<file path="src/rtl/id_early_fwd_ctrl.sv">
// ============================================================================
// Module   : id_early_fwd_ctrl
// Purpose  : ID-stage forwarding select and stall control for operands read
//            early in decode (branch compare, optional JALR base).
// Revision : 1.0 - initial release
// ============================================================================
`default_nettype none

module id_early_fwd_ctrl #(
  parameter int NUM_SRC    = 2,
  parameter int REG_AW     = 5,
  parameter int DEPTH      = 3,
  parameter int ALU_READY  = 2,
  parameter int LOAD_READY = 3,
  parameter int JALR_EARLY = 1,
  parameter int CNT_W      = 16,
  localparam int SW        = $clog2(DEPTH + 1)
) (
  input  logic                      clk,
  input  logic                      rst,
  input  logic                      id_valid,
  input  logic [6:0]                id_opcode,
  input  logic [NUM_SRC*REG_AW-1:0] id_rs,
  input  logic [REG_AW-1:0]         id_rd,
  input  logic                      id_regwrite,
  input  logic                      id_is_load,
  input  logic                      hold,
  input  logic                      flush,
  output logic [NUM_SRC*SW-1:0]     fwd_sel,
  output logic                      id_stall,
  output logic [CNT_W-1:0]          stall_count
);

  localparam logic [6:0] C_OP_BRANCH = 7'b1100011;
  localparam logic [6:0] C_OP_JALR   = 7'b1100111;

  // Shadow scoreboard, index 1 = EX ... DEPTH = WB
  logic [DEPTH:1]    v_q, v_d;
  logic [DEPTH:1]    wr_q, wr_d;
  logic [DEPTH:1]    ld_q, ld_d;
  logic [REG_AW-1:0] rd_q [1:DEPTH];
  logic [REG_AW-1:0] rd_d [1:DEPTH];
  logic [CNT_W-1:0]  cnt_q, cnt_d;

  logic [NUM_SRC-1:0]    w_early;
  logic [NUM_SRC-1:0]    w_req;
  logic [NUM_SRC*SW-1:0] w_sel;
  logic                  w_hit;
  logic                  w_hit_ld;
  int                    w_hit_k;

  always_comb begin
    w_early  = '0;
    w_req    = '0;
    w_sel    = '0;
    w_hit    = 1'b0;
    w_hit_ld = 1'b0;
    w_hit_k  = 0;
    for (int s = 0; s < NUM_SRC; s++) begin
      w_early[s] = (id_opcode == C_OP_BRANCH) ||
                   ((JALR_EARLY != 0) && (id_opcode == C_OP_JALR) && (s == 0));
      w_hit    = 1'b0;
      w_hit_ld = 1'b0;
      w_hit_k  = 0;
      // Scan oldest to youngest so the youngest match overwrites older ones
      for (int k = DEPTH; k >= 1; k--) begin
        if (v_q[k] && wr_q[k] && (rd_q[k] == id_rs[s*REG_AW +: REG_AW]) &&
            (id_rs[s*REG_AW +: REG_AW] != '0)) begin
          w_hit    = 1'b1;
          w_hit_ld = ld_q[k];
          w_hit_k  = k;
        end
      end
      if (w_early[s] && w_hit) begin
        if (w_hit_k >= (w_hit_ld ? LOAD_READY : ALU_READY)) begin
          w_sel[s*SW +: SW] = SW'(w_hit_k);
        end else begin
          w_req[s] = 1'b1;
        end
      end
    end
  end

  assign id_stall    = id_valid & ~flush & (|w_req);
  assign fwd_sel     = flush ? '0 : w_sel;
  assign stall_count = cnt_q;

  always_comb begin
    v_d   = v_q;
    wr_d  = wr_q;
    ld_d  = ld_q;
    rd_d  = rd_q;
    cnt_d = cnt_q;
    if (!hold) begin
      for (int k = DEPTH; k >= 2; k--) begin
        v_d[k]  = v_q[k-1];
        wr_d[k] = wr_q[k-1];
        ld_d[k] = ld_q[k-1];
        rd_d[k] = rd_q[k-1];
      end
      // A stalled or squashed ID leaves a bubble in EX
      v_d[1]  = id_valid & ~flush & ~id_stall;
      wr_d[1] = id_regwrite;
      ld_d[1] = id_is_load;
      rd_d[1] = id_rd;
      if (id_stall && (cnt_q != '1)) begin
        cnt_d = cnt_q + 1'b1;
      end
    end
  end

  always_ff @(posedge clk) begin
    if (rst) begin
      v_q   <= '0;
      wr_q  <= '0;
      ld_q  <= '0;
      cnt_q <= '0;
      for (int k = 1; k <= DEPTH; k++) begin
        rd_q[k] <= '0;
      end
    end else begin
      v_q   <= v_d;
      wr_q  <= wr_d;
      ld_q  <= ld_d;
      rd_q  <= rd_d;
      cnt_q <= cnt_d;
    end
  end

endmodule

`default_nettype wire
</file>
<file path="config.mk">
export PLATFORM = sky130hd
export DESIGN_NAME = id_early_fwd_ctrl
export DESIGN_NICKNAME = d
export VERILOG_FILES = /design/src/rtl/id_early_fwd_ctrl.sv
export SDC_FILE = /design/constraint.sdc
export NUM_CORES = 1
export LEC_CHECK = 0
export CAP_MARGIN = 20
export CORE_MARGIN = 5
export CORE_UTILIZATION = 44
export DETAILED_ROUTE_END_ITERATION = 7
export GPL_TIMING_DRIVEN = 0
export HOLD_SLACK_MARGIN = 0.03
export PLACE_DENSITY = 0.71
export SETUP_SLACK_MARGIN = 0.02
export SYNTH_ARGS = -nofsm -noshare
export SYNTH_HDL_FRONTEND = slang
export SYNTH_SLANG_ARGS = --single-unit
</file>
<file path="constraint.sdc">
create_clock -name clk -period 4.6 [get_ports clk]
set_input_delay 0.69 -clock clk [delete_from_list [all_inputs] [get_ports clk]]
set_output_delay 0.69 -clock clk [all_outputs]
set_load 0.05 [all_outputs]
</file>
==> metrics.txt, run 1 <==
Hold Path Stages=2; core footprint=0.00507 mm2; areal power density over the cells=227 mW/mm2; Setup violations, final=0; PortBufs=48; share of layout cells above drive strength 1=7.55%; met3 routing resource usage after global routing=2.96%; max-capacitance violation count=0; most crowded layer after global routing=met2; Placed Area=0.00284 mm2; TritonCTS clock tree=done; cell type with the highest occurrence count on the critical path=sky130_fd_sc_hd__nor2b_1; Routed Antenna Nets=0; total global-route track usage=16.9%; status=completed; Cell Area, Synth=0.00227 mm2; layout net count=350; slowest cell delay on critical path=600 ps; initial core utilization=about 45%; proportion of register bits with asynchronous set or reset after synthesis=0%; RSZ-0062 raised after global routing=false; pre-CTS setup slack=-410 ps; Die H=81.9 um; routability cong.=0.856; Hold WC Path Type=register to register; ranking of synthesized cells by area=sky130_fd_sc_hd__dfxtp_1, sky130_fd_sc_hd__mux2i_1, sky130_fd_sc_hd__xnor2_1, sky130_fd_sc_hd__nor2_1, sky130_fd_sc_hd__a21oi_1; clock buffer count from CTS=5; Yosys cell types=42; WL final=5.40 mm; buffers from clock root to sink, at most=2; M1 GR Usage=21.5%; filler instances=about 500; Mapped Nets=295; total design power=0.670 mW; relative area change from synthesis to final layout=29.5%; final slew viol count=0; final critical-path setup slack=~220 ps; largest area contributor in the synthesized netlist=sky130_fd_sc_hd__dfxtp_1; pin count of the biggest net entering global routing=13; vias after detailed routing=~2,100; HPWL reported at the end of detailed placement=~4.2 mm; R2R cell count=12; row count=26; Fin Clk Skew=10.4 ps; required time worst endpoint=3910 ps; Routed WL per cell=13.9 um; final hold vios=0; post-route fraction of the period consumed by the critical path=between 90% and 100%; timing-limited maximum frequency=0.229 GHz; arrival time reported for the critical path endpoint=3690 ps; Layout Utilization=between 50% and 60%; critical path class=input pin to output pin; crit-path cells=clkdlybuf4s50_1 > or4_1 > nor2_4 > nor4_4 > nor2b_1 > a22oi_1 > o21ai_0 > ha_1 > nor2b_1 > o211ai_2 > and3_1 > nor2_1 > clkbuf_4; worst-case headroom to the max-slew limit=48.9%; Worst Setup Start Kind=input pin; Ys Warns=0; Multi-input gate area=0.00143 mm2; met2 Use GR=29.2%; leading register cell type out of synthesis=sky130_fd_sc_hd__dfxtp_1; drc violations=0; flip-flop and latch count after synthesis=40; wire length of the first global-routing pass=slightly below 9 mm; Antenna diodes=0; vias in the first global route=1,969; TritonCTS sink count=40; Mean Syn Cell Area=8.65 um2; Total Die Area=0.00671 mm2; shortest clock period the worst path allows after layout=between 4000 and 5000 ps; sequential cell area=801 um2; First DRT Iteration DRCs=approximately 100; number of ports placed on the die boundary=50; htree depth=2; portion of synthesized cell area occupied by the leading cell type=a little over a third; critical path endpoint category=output pin; slew at the pin closest to its max-slew limit=767 ps; die extent in x=81.9 um; number of antenna violations at the first check in global routing=0; cell with the biggest individual delay on the critical path=sky130_fd_sc_hd__or4_1; root buf cell=sky130_fd_sc_hd__clkbuf_8; global route overflow=0; number of instances in the synthesized netlist=about 260; setup slack of the most critical reg-to-reg path=1390 ps; maximum fanout along the worst path=4; peak ir drop on the vdd network=174 uV; sequential-to-total area share from yosys stat=35.2%; Clock Latency Late Sink=~290 ps; total setup buffers inserted after CTS=0; post-route standard cell area excluding fillers=about 0.0029 mm2; number of enable-type register cells in the synthesized netlist=0; clock-pin slew on the worst setup and hold paths=70 ps; length of the first detailed-routing pass in iterations=4; leakage component of the power=1.02 nW; via/cell ratio=between 5 and 6
power by group:
| group | switching (mW) | leakage (nW) | internal, mW |
|---|---|---|---|
| Clock | 0.121 | 0.0400 | 0.103 |
| Combinational | 0.0379 | 0.654 | 0.0458 |
| Sequential | 0.00912 | 0.324 | 0.353 |
| Total | 0.168 | 1.02 | 0.502 |
cell usage after synthesis, types with 7 or more instances:
cell type	number
sky130_fd_sc_hd__inv_1	9
sky130_fd_sc_hd__dfxtp_1	40
sky130_fd_sc_hd__xor2_1	7
sky130_fd_sc_hd__or4_1	7
sky130_fd_sc_hd__nand4_1	7
sky130_fd_sc_hd__xnor2_1	24
sky130_fd_sc_hd__mux2i_1	23
sky130_fd_sc_hd__clkbuf_1	7
sky130_fd_sc_hd__nand3_1	11
sky130_fd_sc_hd__nor2_1	36
sky130_fd_sc_hd__nand2_1	14
sky130_fd_sc_hd__a21oi_1	14
layout make-up:
cell class	count	area share (%)
inverter	9	1.15
clock buffer	5	2.34
tap	70	2.97
multi-input combinational	206	48.5
sequential	40	27.2
clock inverter	2	0.425
buffer	8	1.15
timing repair buffer	48	16.3
cells by family after synthesis:
| kind of cell | count (synthesis) | share of synthesized area [%] |
|---|---|---|
| and+or+nand+nor | 107 | 25.7 |
| DFF | 40 | 35.2 |
| AOI/OAI and AO/OA | 41 | 11.9 |
| buffers and inverters | 17 | 2.97 |
| muxes | 24 | 10.6 |
| xor gates and xnor gates | 31 | 11.9 |
| adders and majority gates | 3 | 1.65 |
worst paths after layout:
| kind | startpoint | end |
|---|---|---|
| hold reg to reg | wr_q[3] | wr_q[3] |
| hold / removal | wr_q[3] | wr_q[3] |
| setup / recovery | id_rs[7] | id_stall |
| setup reg to reg | rd_q[8] | stall_count[14] |
metal layers:
layer	share of wire (%)	up-vias
li1	-	1038
met1	44	963
met2	48	55
met3	6.4	8
met4	1.4	0
met5	0	-
worst max-delay path, delay by kind of cell:
family	cells	cell delay, ps
compound gates	3	430
fa+ha+maj	1	250
buf+inv	2	730
simple gates	7	1570
sequential cells by signal, indices dropped and copies added, names as in the netlist:
signal	flops
wr_q	3
ld_q	3
rd_q	15
stall_count	16
v_q	3
placed cells by master (no fill, tap or decap), drive strengths merged, types with 2 or more instances in the layout:
cell type	instances
o31ai	3
a22oi	2
clkdlybuf4s50	45
ha	3
a21oi	15
nor4	7
and2	2
or2	2
nor2b	5
and3	5
nand2	14
a21o	4
inv	9
or3	4
dfxtp	40
clkbuf	13
or4	7
a31oi	2
o21ai	11
nor3	2
nand4	7
nand3	11
xnor2	24
nor2	37
xor2	7
mux2i	23
metrics by stage:
| stage | setup TNS (ps) | std cells | hold slack (ps) |
|---|---|---|---|
| floorplan | 0 | 263 | 458 |
| global placement | -347 | 381 | 475 |
| detailed placement | -410 | 381 | 494 |
| CTS | 0 | 388 | 508 |
| global route | 0 | 388 | 533 |
| finish | 0 | 388 | 504 |
what timing repair did:
action | 4_1_cts | 5_1_grt
gates resized for setup | 4 | 8
endpoints found under the setup margin | 2 | 2
hold endpoints to repair | 0 | 0
hold buffers | 0 | 0
Power figures use the tool's default switching activity.
==> run 2, diff against run 1 <==
==> constraint.sdc (replaced) <==
create_clock -name clk -period 4.2 [get_ports clk]
set_input_delay 0.63 -clock clk [delete_from_list [all_inputs] [get_ports clk]]
set_output_delay 0.63 -clock clk [all_outputs]
set_load 0.05 [all_outputs]
==> run 2 against run 1 <==
Setup slack worse by 40 ps. Sequential share of layout area fell by 0.55 points. Non-clock buffer count rose by 1. Clock skew is essentially flat. Wire length grew 0.17%. Die area stayed put. Core utilization rose by 1.2 points. Register-to-register slack worse by 360 ps. Worst hold slack about the same. Critical path type unchanged.
==> metrics.txt, run 2 (synthesized netlist as in run 1, its figures left out) <==
global route overflow=0; Cell Count, Final, Fillers Out=389; drc violations=0; pin count of the biggest net entering global routing=13; buffers from clock root to sink, at most=2; Clock Latency Late Sink=290 ps; leakage component of the power=roughly 1.1 nW; RSZ-0062 raised after global routing=false; Layout Utilization=59.2%; number of ports placed on the die boundary=50; Die H=between 80 and 90 um; status=completed; length of the first detailed-routing pass in iterations=4; Multi-input gate area=~0.0015 mm2; shortest clock period the worst path allows after layout=4020 ps; vias in the first global route=1,969; most common cell after layout, fill and taps aside=sky130_fd_sc_hd__dfxtp_1; initial core utilization=44.8%; required time worst endpoint=3570 ps; TNS Setup=0 ps; setup slack of the most critical reg-to-reg path=1030 ps; Routed Antenna Nets=0; Hold Path Stages=2; die extent in x=81.9 um; areal power density over the cells=about 240 mW/mm2; HPWL reported at the end of detailed placement=4.18 mm; Antenna diodes=0; via/cell ratio=5.31; htree depth=2; R2R cell count=12; TritonCTS clock tree=done; most crowded layer after global routing=met2; startpoint of the most critical hold path=wr_q[3]; filler instances=about 490; First DRT Iteration DRCs=80; WL final=5.41 mm; PortBufs=between 40 and 50; Hold WC Path Type=register to register; cts-stage hold buffer count=0; Routed WL per cell=around 14 um; critical path endpoint category=output pin; core footprint=roughly 0.0051 mm2; max reg flops=16; wire length of the first global-routing pass=8.92 mm; Setup violations, final=0; max-capacitance violation count=0; vias after detailed routing=2,064; arrival time reported for the critical path endpoint=approximately 3400 ps; Total Die Area=0.00671 mm2; worst-case headroom to the max-slew limit=50.7%; maximum fanout along the worst path=4; share of layout cells above drive strength 1=9.40%; final hold vios=0; post-route fraction of the period consumed by the critical path=between 90% and 100%; root buf cell=sky130_fd_sc_hd__clkbuf_8; timing-limited maximum frequency=0.249 GHz; TritonCTS sink count=40; Fin Clk Skew=10.4 ps; final slew viol count=0; clock buffer count from CTS=5; commonest non-fill, non-tap cells in the layout=sky130_fd_sc_hd__dfxtp_1, sky130_fd_sc_hd__clkdlybuf4s50_1, sky130_fd_sc_hd__nor2_1; M1 GR Usage=a little over a fifth; peak ir drop on the vdd network=191 uV; instance count after placement with tap cells included=381; slew at the pin closest to its max-slew limit=740 ps; Worst Setup Start Kind=input pin; sequential cell area=~800 um2; clock-pin slew on the worst setup and hold paths=70 ps; relative area change from synthesis to final layout=32.2%; met3 routing resource usage after global routing=2.96%; met2 Use GR=29.3%; number of antenna violations at the first check in global routing=0; total global-route track usage=17.0%; row count=26; reg-to-reg critical path startpoint=rd_q[0]; Setup crit start=id_rs[4]; critical path class=input pin to output pin; routability cong.=0.856; layout net count=between 300 and 400
## run 2: through the flow
step | total power, mW | setup slack, ps | hold slack (ps) | area (um2)
after global placement | 0.494 | -627 | 475 | 2840
after CTS | 0.740 | 36.1 | 508 | 2940
after global routing | 0.771 | 6.59 | 533 | 3010
final | 0.734 | 185 | 504 | 3010
after detailed placement | 0.496 | -690 | 494 | 2840
after floorplan | 0.453 | 298 | 458 | 2270
## run 2: what timing repair did
item | CTS | global route
setup buffers | 0 | 1
pin swaps | 0 | 1
setup endpoints to repair | 3 | 3
resized for setup | 14 | 14
## run 2: area by class of cell
| type | instances | area share, % |
|---|---|---|
| Tap cell | 70 | 2.91 |
| Multi-Input combinational cell | 206 | 48.8 |
| Buffer | 8 | 1.12 |
| Clock buffer | 5 | 2.29 |
| Clock inverter | 2 | 0.416 |
| Inverter | 9 | 1.12 |
| Timing Repair Buffer | 49 | 16.7 |
| Sequential cell | 40 | 26.6 |
## run 2: critical path, cell delays in order
cell and delay, ps:
sky130_fd_sc_hd__clkdlybuf4s50_1 490, sky130_fd_sc_hd__or4_4 460, sky130_fd_sc_hd__nor2_4 190, sky130_fd_sc_hd__nor4_4 80, sky130_fd_sc_hd__nor2b_2 170, sky130_fd_sc_hd__a22oi_1 150, sky130_fd_sc_hd__o21ai_0 100, sky130_fd_sc_hd__ha_1 300
sky130_fd_sc_hd__nor2b_1 190, sky130_fd_sc_hd__o21ai_2 120, sky130_fd_sc_hd__and3_1 210, sky130_fd_sc_hd__nor2_1 90, sky130_fd_sc_hd__buf_4 200
## run 2: power by group
group	leakage [nW]	internal, mW	switching [mW]	total (mW)
Clock	0.0400	0.113	0.132	0.244
Sequential	0.324	0.387	0.00981	0.397
Combinational	0.723	0.0499	0.0430	0.0929
Total	1.09	0.549	0.185	0.734
## run 2: per-layer routing
metal  vias up  share of wire (%)
li1       1042                  -
met5         -                  0
met1       961                 44
met4         0                1.0
met2        55                 48
met3         6                6.4
## run 2: path summary, 6_finish.rpt
check,to
worst max-delay path,id_stall
worst max register to register,stall_count[14]
worst min-delay path,wr_q[3]
worst min register to register,wr_q[3]
